--- src/rtl/alu_operand_collector.sv ---
// Operand collector in front of the ALU: gathers A/B beats that may arrive on
// different cycles and issues one registered, one-cycle request with CE=1.
module alu_operand_collector #(
   parameter int N       = 8,
   parameter int M       = 4,
   parameter int TIMEOUT = 16
) (
   input  logic         CLK,
   input  logic         RST,
   input  logic [1:0]   IN_VALID,
   input  logic [M-1:0] IN_CMD,
   input  logic         IN_MODE,
   input  logic         IN_CIN,
   input  logic [N-1:0] IN_OPA,
   input  logic [N-1:0] IN_OPB,
   output logic         IN_READY,
   output logic [1:0]   INP_VALID,
   output logic         CE,
   output logic [M-1:0] CMD,
   output logic         MODE,
   output logic         CIN,
   output logic [N-1:0] OPA,
   output logic [N-1:0] OPB,
   output logic         TIMEOUT_ERR
);

   localparam int CW = $clog2(TIMEOUT + 1);

   typedef enum logic [1:0] {IDLE, COLLECT, ISSUE} state_t;

   state_t         state_q, state_d;
   logic [M-1:0]   cmd_h_q, cmd_h_d;
   logic           mode_h_q, mode_h_d;
   logic           cin_h_q, cin_h_d;
   logic [N-1:0]   opa_h_q, opa_h_d;
   logic [N-1:0]   opb_h_q, opb_h_d;
   logic [1:0]     have_q, have_d;
   logic [1:0]     need_q, need_d;
   logic [CW-1:0]  cnt_q, cnt_d;

   logic           in_ready_q, in_ready_d;
   logic [1:0]     inp_valid_q, inp_valid_d;
   logic           ce_q, ce_d;
   logic [M-1:0]   cmd_q, cmd_d;
   logic           mode_q, mode_d;
   logic           cin_q, cin_d;
   logic [N-1:0]   opa_q, opa_d;
   logic [N-1:0]   opb_q, opb_d;
   logic           terr_q, terr_d;

   logic           issue;
   logic           timed_out;

   // Operand mask each command consumes; unknown commands ask for both.
   function automatic logic [1:0] need_of(input logic [M-1:0] cmd, input logic mode);
      logic [1:0] n;
      n = 2'b11;
      if (mode) begin
         case (cmd)
            M'(4), M'(5): n = 2'b01;
            M'(6), M'(7): n = 2'b10;
            default:      n = 2'b11;
         endcase
      end else begin
         case (cmd)
            M'(6), M'(8), M'(9):   n = 2'b01;
            M'(7), M'(10), M'(11): n = 2'b10;
            default:               n = 2'b11;
         endcase
      end
      return n;
   endfunction

   always_comb begin
      state_d     = state_q;
      cmd_h_d     = cmd_h_q;
      mode_h_d    = mode_h_q;
      cin_h_d     = cin_h_q;
      opa_h_d     = opa_h_q;
      opb_h_d     = opb_h_q;
      have_d      = have_q;
      need_d      = need_q;
      cnt_d       = cnt_q;
      in_ready_d  = 1'b1;
      inp_valid_d = 2'b00;
      ce_d        = 1'b0;
      terr_d      = 1'b0;
      cmd_d       = cmd_q;
      mode_d      = mode_q;
      cin_d       = cin_q;
      opa_d       = opa_q;
      opb_d       = opb_q;
      issue       = 1'b0;
      timed_out   = 1'b0;

      case (state_q)
         IDLE: begin
            if (IN_VALID != 2'b00) begin
               cmd_h_d  = IN_CMD;
               mode_h_d = IN_MODE;
               cin_h_d  = IN_CIN;
               need_d   = need_of(IN_CMD, IN_MODE);
               have_d   = IN_VALID;
               opa_h_d  = IN_VALID[0] ? IN_OPA : '0;
               opb_h_d  = IN_VALID[1] ? IN_OPB : '0;
               if ((have_d & need_d) == need_d) begin
                  issue = 1'b1;
               end else begin
                  state_d = COLLECT;
                  cnt_d   = CW'(1);
               end
            end
         end
         COLLECT: begin
            if (IN_VALID[0]) opa_h_d = IN_OPA;
            if (IN_VALID[1]) opb_h_d = IN_OPB;
            have_d = have_q | IN_VALID;
            if ((have_d & need_q) == need_q) begin
               issue = 1'b1;
            end else if (cnt_q == CW'(TIMEOUT - 1)) begin
               issue     = 1'b1;
               timed_out = 1'b1;
            end else if (cnt_q != '1) begin
               cnt_d = cnt_q + CW'(1);
            end
         end
         ISSUE:   state_d = IDLE;
         default: state_d = IDLE;
      endcase

      // Output registers load on the edge that enters ISSUE so CE lasts exactly that state.
      if (issue) begin
         state_d     = ISSUE;
         in_ready_d  = 1'b0;
         ce_d        = 1'b1;
         inp_valid_d = have_d;
         terr_d      = timed_out;
         cmd_d       = cmd_h_d;
         mode_d      = mode_h_d;
         cin_d       = cin_h_d;
         opa_d       = have_d[0] ? opa_h_d : '0;
         opb_d       = have_d[1] ? opb_h_d : '0;
      end
   end

   always_ff @(posedge CLK or posedge RST) begin
      if (RST) begin
         state_q     <= IDLE;
         cmd_h_q     <= '0;
         mode_h_q    <= 1'b0;
         cin_h_q     <= 1'b0;
         opa_h_q     <= '0;
         opb_h_q     <= '0;
         have_q      <= 2'b00;
         need_q      <= 2'b00;
         cnt_q       <= '0;
         in_ready_q  <= 1'b1;
         inp_valid_q <= 2'b00;
         ce_q        <= 1'b0;
         cmd_q       <= '0;
         mode_q      <= 1'b0;
         cin_q       <= 1'b0;
         opa_q       <= '0;
         opb_q       <= '0;
         terr_q      <= 1'b0;
      end else begin
         state_q     <= state_d;
         cmd_h_q     <= cmd_h_d;
         mode_h_q    <= mode_h_d;
         cin_h_q     <= cin_h_d;
         opa_h_q     <= opa_h_d;
         opb_h_q     <= opb_h_d;
         have_q      <= have_d;
         need_q      <= need_d;
         cnt_q       <= cnt_d;
         in_ready_q  <= in_ready_d;
         inp_valid_q <= inp_valid_d;
         ce_q        <= ce_d;
         cmd_q       <= cmd_d;
         mode_q      <= mode_d;
         cin_q       <= cin_d;
         opa_q       <= opa_d;
         opb_q       <= opb_d;
         terr_q      <= terr_d;
      end
   end

   assign IN_READY    = in_ready_q;
   assign INP_VALID   = inp_valid_q;
   assign CE          = ce_q;
   assign CMD         = cmd_q;
   assign MODE        = mode_q;
   assign CIN         = cin_q;
   assign OPA         = opa_q;
   assign OPB         = opb_q;
   assign TIMEOUT_ERR = terr_q;

endmodule

--- config.mk ---
export PLATFORM = sky130hd
export DESIGN_NAME = alu_operand_collector
export DESIGN_NICKNAME = d
export VERILOG_FILES = /design/src/rtl/alu_operand_collector.sv
export SDC_FILE = /design/constraint.sdc
export NUM_CORES = 1
export LEC_CHECK = 0
export BUFFER_PORTS_ARGS = -buffer_cell sky130_fd_sc_hd__buf_2
export CAP_MARGIN = 20
export CORE_MARGIN = 3
export CORE_UTILIZATION = 54
export DETAILED_ROUTE_END_ITERATION = 10
export GPL_TIMING_DRIVEN = 0
export PLACE_DENSITY_LB_ADDON = 0.2
export SYNTH_ARGS = -nofsm -noshare
export SYNTH_HDL_FRONTEND = slang
export SYNTH_SLANG_ARGS = --single-unit
--- constraint.sdc ---
create_clock -name CLK -period 2.5 [get_ports CLK]
set_clock_uncertainty 0.05 [all_clocks]
set_input_delay 0.25 -clock CLK [delete_from_list [all_inputs] [get_ports CLK]]
set_output_delay 0.25 -clock CLK [all_outputs]
set_load 0.02 [all_outputs]
==> results_dict.tcl <==
set metrics [dict create \
    status "completed" \
    clkLatencyLatePin_ns 0.33 \
    antenna_found_initial 0 \
    worstSetupPathType "reg -> reg" \
    synth_area_per_cell_sq_um 12.4 \
    ir_worst_vdd_uv 754 \
    critPathLaunchType "flop" \
    synth_top_cells_by_area "dfrtp_1 (57%), mux2i_1 (5.8%), mux2_2 (5.6%)" \
    worst_slew_pin_slew_ns 0.686 \
    leakage_uw 0.00151 \
    die_height_um 75.4 \
    p_sw_share_pct 34.4 \
    cts.sinks 60 \
    cp_slowest_cell "dfrtp_1" \
    htreeDepth 3 \
    synth.most_common_cell "dfrtp_1" \
    synthArstFlopShare_pct 100 \
    initial_core_util_pct 57.8 \
    cts_tree "built" \
    drt_iter0_markers 99 \
    p_comb_share_pct 39.3 \
    cp.arrival_ns 2.44 \
    synth_edf_count 0 \
    grt_overflow_total 0 \
    layout.nets 304 \
    p_clk_share_pct 21.4 \
    die_w_um 75.4 \
    intPower_uw 2520 \
    ant_nets 0 \
    switchingPower_uw 1320 \
    powerDensity_nw_per_um2 1220 \
    syn-num-nets 239 \
    end_kind "flop" \
    yosys_most_used_dff "dfrtp_1" \
    finalInstanceArea_sq_um 3140 \
    cp_max_fo 10 \
    drv_cap 0 \
    timing.final.crit_period_ns 2.27 \
    rows 24 \
    cts_buffer_depth 2 \
    via_per_inst 5.34 \
    core_sq_um 4500 \
    totalNegativeSetupSlack_ns 0 \
    grt.total_usage_pct 18.9 \
    portBuffers 52 \
    synth_cell_types 40 \
    whs_path_depth 2 \
    fin_util_pct 69.8 \
    fillerInstances 345 \
    cpMostUsedCell "ha_1" \
    clk_pin_slew_ns 0.07 \
    grt_setup_unrepaired "false" \
    hold_end "cin_h_q$_DFF_PP0_" \
    dieArea_sq_um 5690 \
    syn2layout_area_growth_pct 20.7 \
    finalHoldViolCount 0 \
    drive_above_1_share_pct 33.0 \
    vias 1768 \
    cts_resized 0 \
    cpPeakStageDelay_ns 0.40 \
    cts_setup_buffers 0 \
    clockRootBuffer "clkbuf_8" \
    synth_warnings 0 \
    min-delay-start "IN_CIN" \
    wl_mm 4.83 \
    antennaDiodeCount 0 \
    synth-seq-area-share_pct 57.7 \
    grt_pass1_wl_mm 7.87 \
    r2r_cells 9 \
    wl_per_cell_um 14.6 \
    yosys-top-cells-count "dfrtp_1 (59), inv_1 (24), nand2b_1 (17)" \
    relSlewSlack_pct 54.1 \
    route.detailed.drc 0 \
    gp_congestion 0.730 \
    firstDrtPassIters 4 \
    post_synth_instance_area_sq_um 2600 \
    synth_top_area_cell "dfrtp_1" \
    r2r_slack_ns 0.23 \
    hpwl_mm 3.38 \
    crit_chain "ha_1 > and3_1 > ha_1 > inv_1 > o21ai_0 > a22oi_2 > o22ai_4 > buf_12 > mux2_4" \
    synth_top_area_share_pct 56.7 \
    grt_pass1_vias 1731 \
    postCtsHoldBufs 1 \
    grt_max_degree 43 \
    synth_cells 210 \
    worst_hold_path_type "in -> reg" \
    p_seq_share_pct 39.4 \
    ys_ff_latch 60 \
    rr_endpoint "OPA[1]$_DFFE_PP0P_" \
    cp_data_required_time_ns 2.67 \
    cts_buffers 9 \
    post-route-period-util_pct 91.0 \
    worst_r2r_startpoint "cnt_q[0]$_DFFE_PP0P_" \
    place_area_sq_um 2950 \
    finalSetupViolations 0 \
    io_pins 53 \
    fmaxAchievable_mhz 440 \
    maxSlewViolCount 0 \
]
## cells by family after synthesis
logic type	share of synthesized area (%)
AOI/OAI and AO/OA	12.3
and+or+nand+nor	11.0
DFF	57.7
xor gates and xnor gates	0.336
muxes	12.0
adders and majority gates	1.44
buffers and inverters	5.33
## layout make-up
class | instances | area, sq um | area share [%]
well taps | 52 | 65.1 | 2.07
inverters | 25 | 93.8 | 2.99
repair buffers | 54 | 290 | 9.24
clock buffers | 13 | 149 | 4.74
clock inverters | 2 | 35.0 | 1.11
multi-input cells | 120 | 962 | 30.6
plain buffers | 5 | 45.0 | 1.43
flip-flops and latches | 60 | 1500 | 47.8
## through the flow
step	setup WS (ns)	hold slack, ns	power, uW	instances
6_report	0.226	0.119	3840	331
5_1_grt	0.117	0.104	4090	331
4_1_cts	0.207	0.102	3890	331
3_5_place_dp	0.217	0.223	3050	315
3_3_place_gp	-0.00144	0.421	3000	314
2_1_floorplan	0.389	0.296	2630	210
## registers in the layout, indices dropped and copies added, names as in the netlist, 4 cells and up
| signal | cells |
|---|---|
| OPA | 8 |
| OPB | 8 |
| opa_h_q | 8 |
| cmd_h_q | 4 |
| opb_h_q | 8 |
| cnt_q | 5 |
| CMD | 4 |
## layout by cell type, fill, tap and decap left out, types with 2 or more instances in the layout
cell	n
dfrtp_1	59
buf_2	54
inv_1	23
nand2b_1	17
a22o_1	15
mux2i_1	15
mux2_2	13
clkbuf_8	10
nand2_1	8
nor2_1	7
nor2b_1	4
o21ai_0	4
o21bai_1	4
clkbuf_1	4
o22ai_1	3
ha_1	3
nor4b_1	2
inv_2	2
nor3b_1	2
a21oi_1	2
buf_12	2
o21a_1	2
and2_1	2
or2_2	2
## per-layer routing
layer	GRT usage [%]	share of wire, %	vias to the layer above	wire length, um
met5	0	0	-	0
met4	6.99	0.83	0	40
met3	6.99	4.8	5	234
met2	28.3	48	38	2310
met1	25.4	46	874	2240
li1	-	-	851	-
## power by group through the flow
| stage | clock network [uW] | logic (uW) | registers, uW |
|---|---|---|---|
| 5_1_grt | 884 | 1650 | 1560 |
| 2_1_floorplan | 0 | 923 | 1710 |
| 3_3_place_gp | 0 | 1490 | 1510 |
| 4_1_cts | 842 | 1530 | 1510 |
| 6_report | 819 | 1510 | 1510 |
| 3_5_place_dp | 0 | 1530 | 1520 |
## worst max-delay path, delay by kind of cell (launching register included)
family / cells / cell delay (ns)
muxes: 1 / 0.29
AOI/OAI and AO/OA: 3 / 0.50
adders and majority gates: 2 / 0.43
and+or+nand+nor: 1 / 0.20
buffers and inverters: 2 / 0.30
DFF: 1 / 0.40
## worst max-delay path by stage
stage | end | slack [ns] | startpoint | cells past startpoint
after CTS | OPA[1]$_DFFE_PP0P_ | 0.21 | cnt_q[0]$_DFFE_PP0P_ | 9
final | OPA[1]$_DFFE_PP0P_ | 0.23 | cnt_q[0]$_DFFE_PP0P_ | 9
after global placement | OPB[1]$_DFFE_PP0P_ | -0.001 | RST | 2
after floorplan | OPA[1]$_DFFE_PP0P_ | 0.39 | cnt_q[0]$_DFFE_PP0P_ | 9
after global routing | OPA[1]$_DFFE_PP0P_ | 0.12 | cnt_q[0]$_DFFE_PP0P_ | 9
after detailed placement | OPA[1]$_DFFE_PP0P_ | 0.22 | cnt_q[0]$_DFFE_PP0P_ | 9
Note: power is estimated with default switching activity, not from simulation.
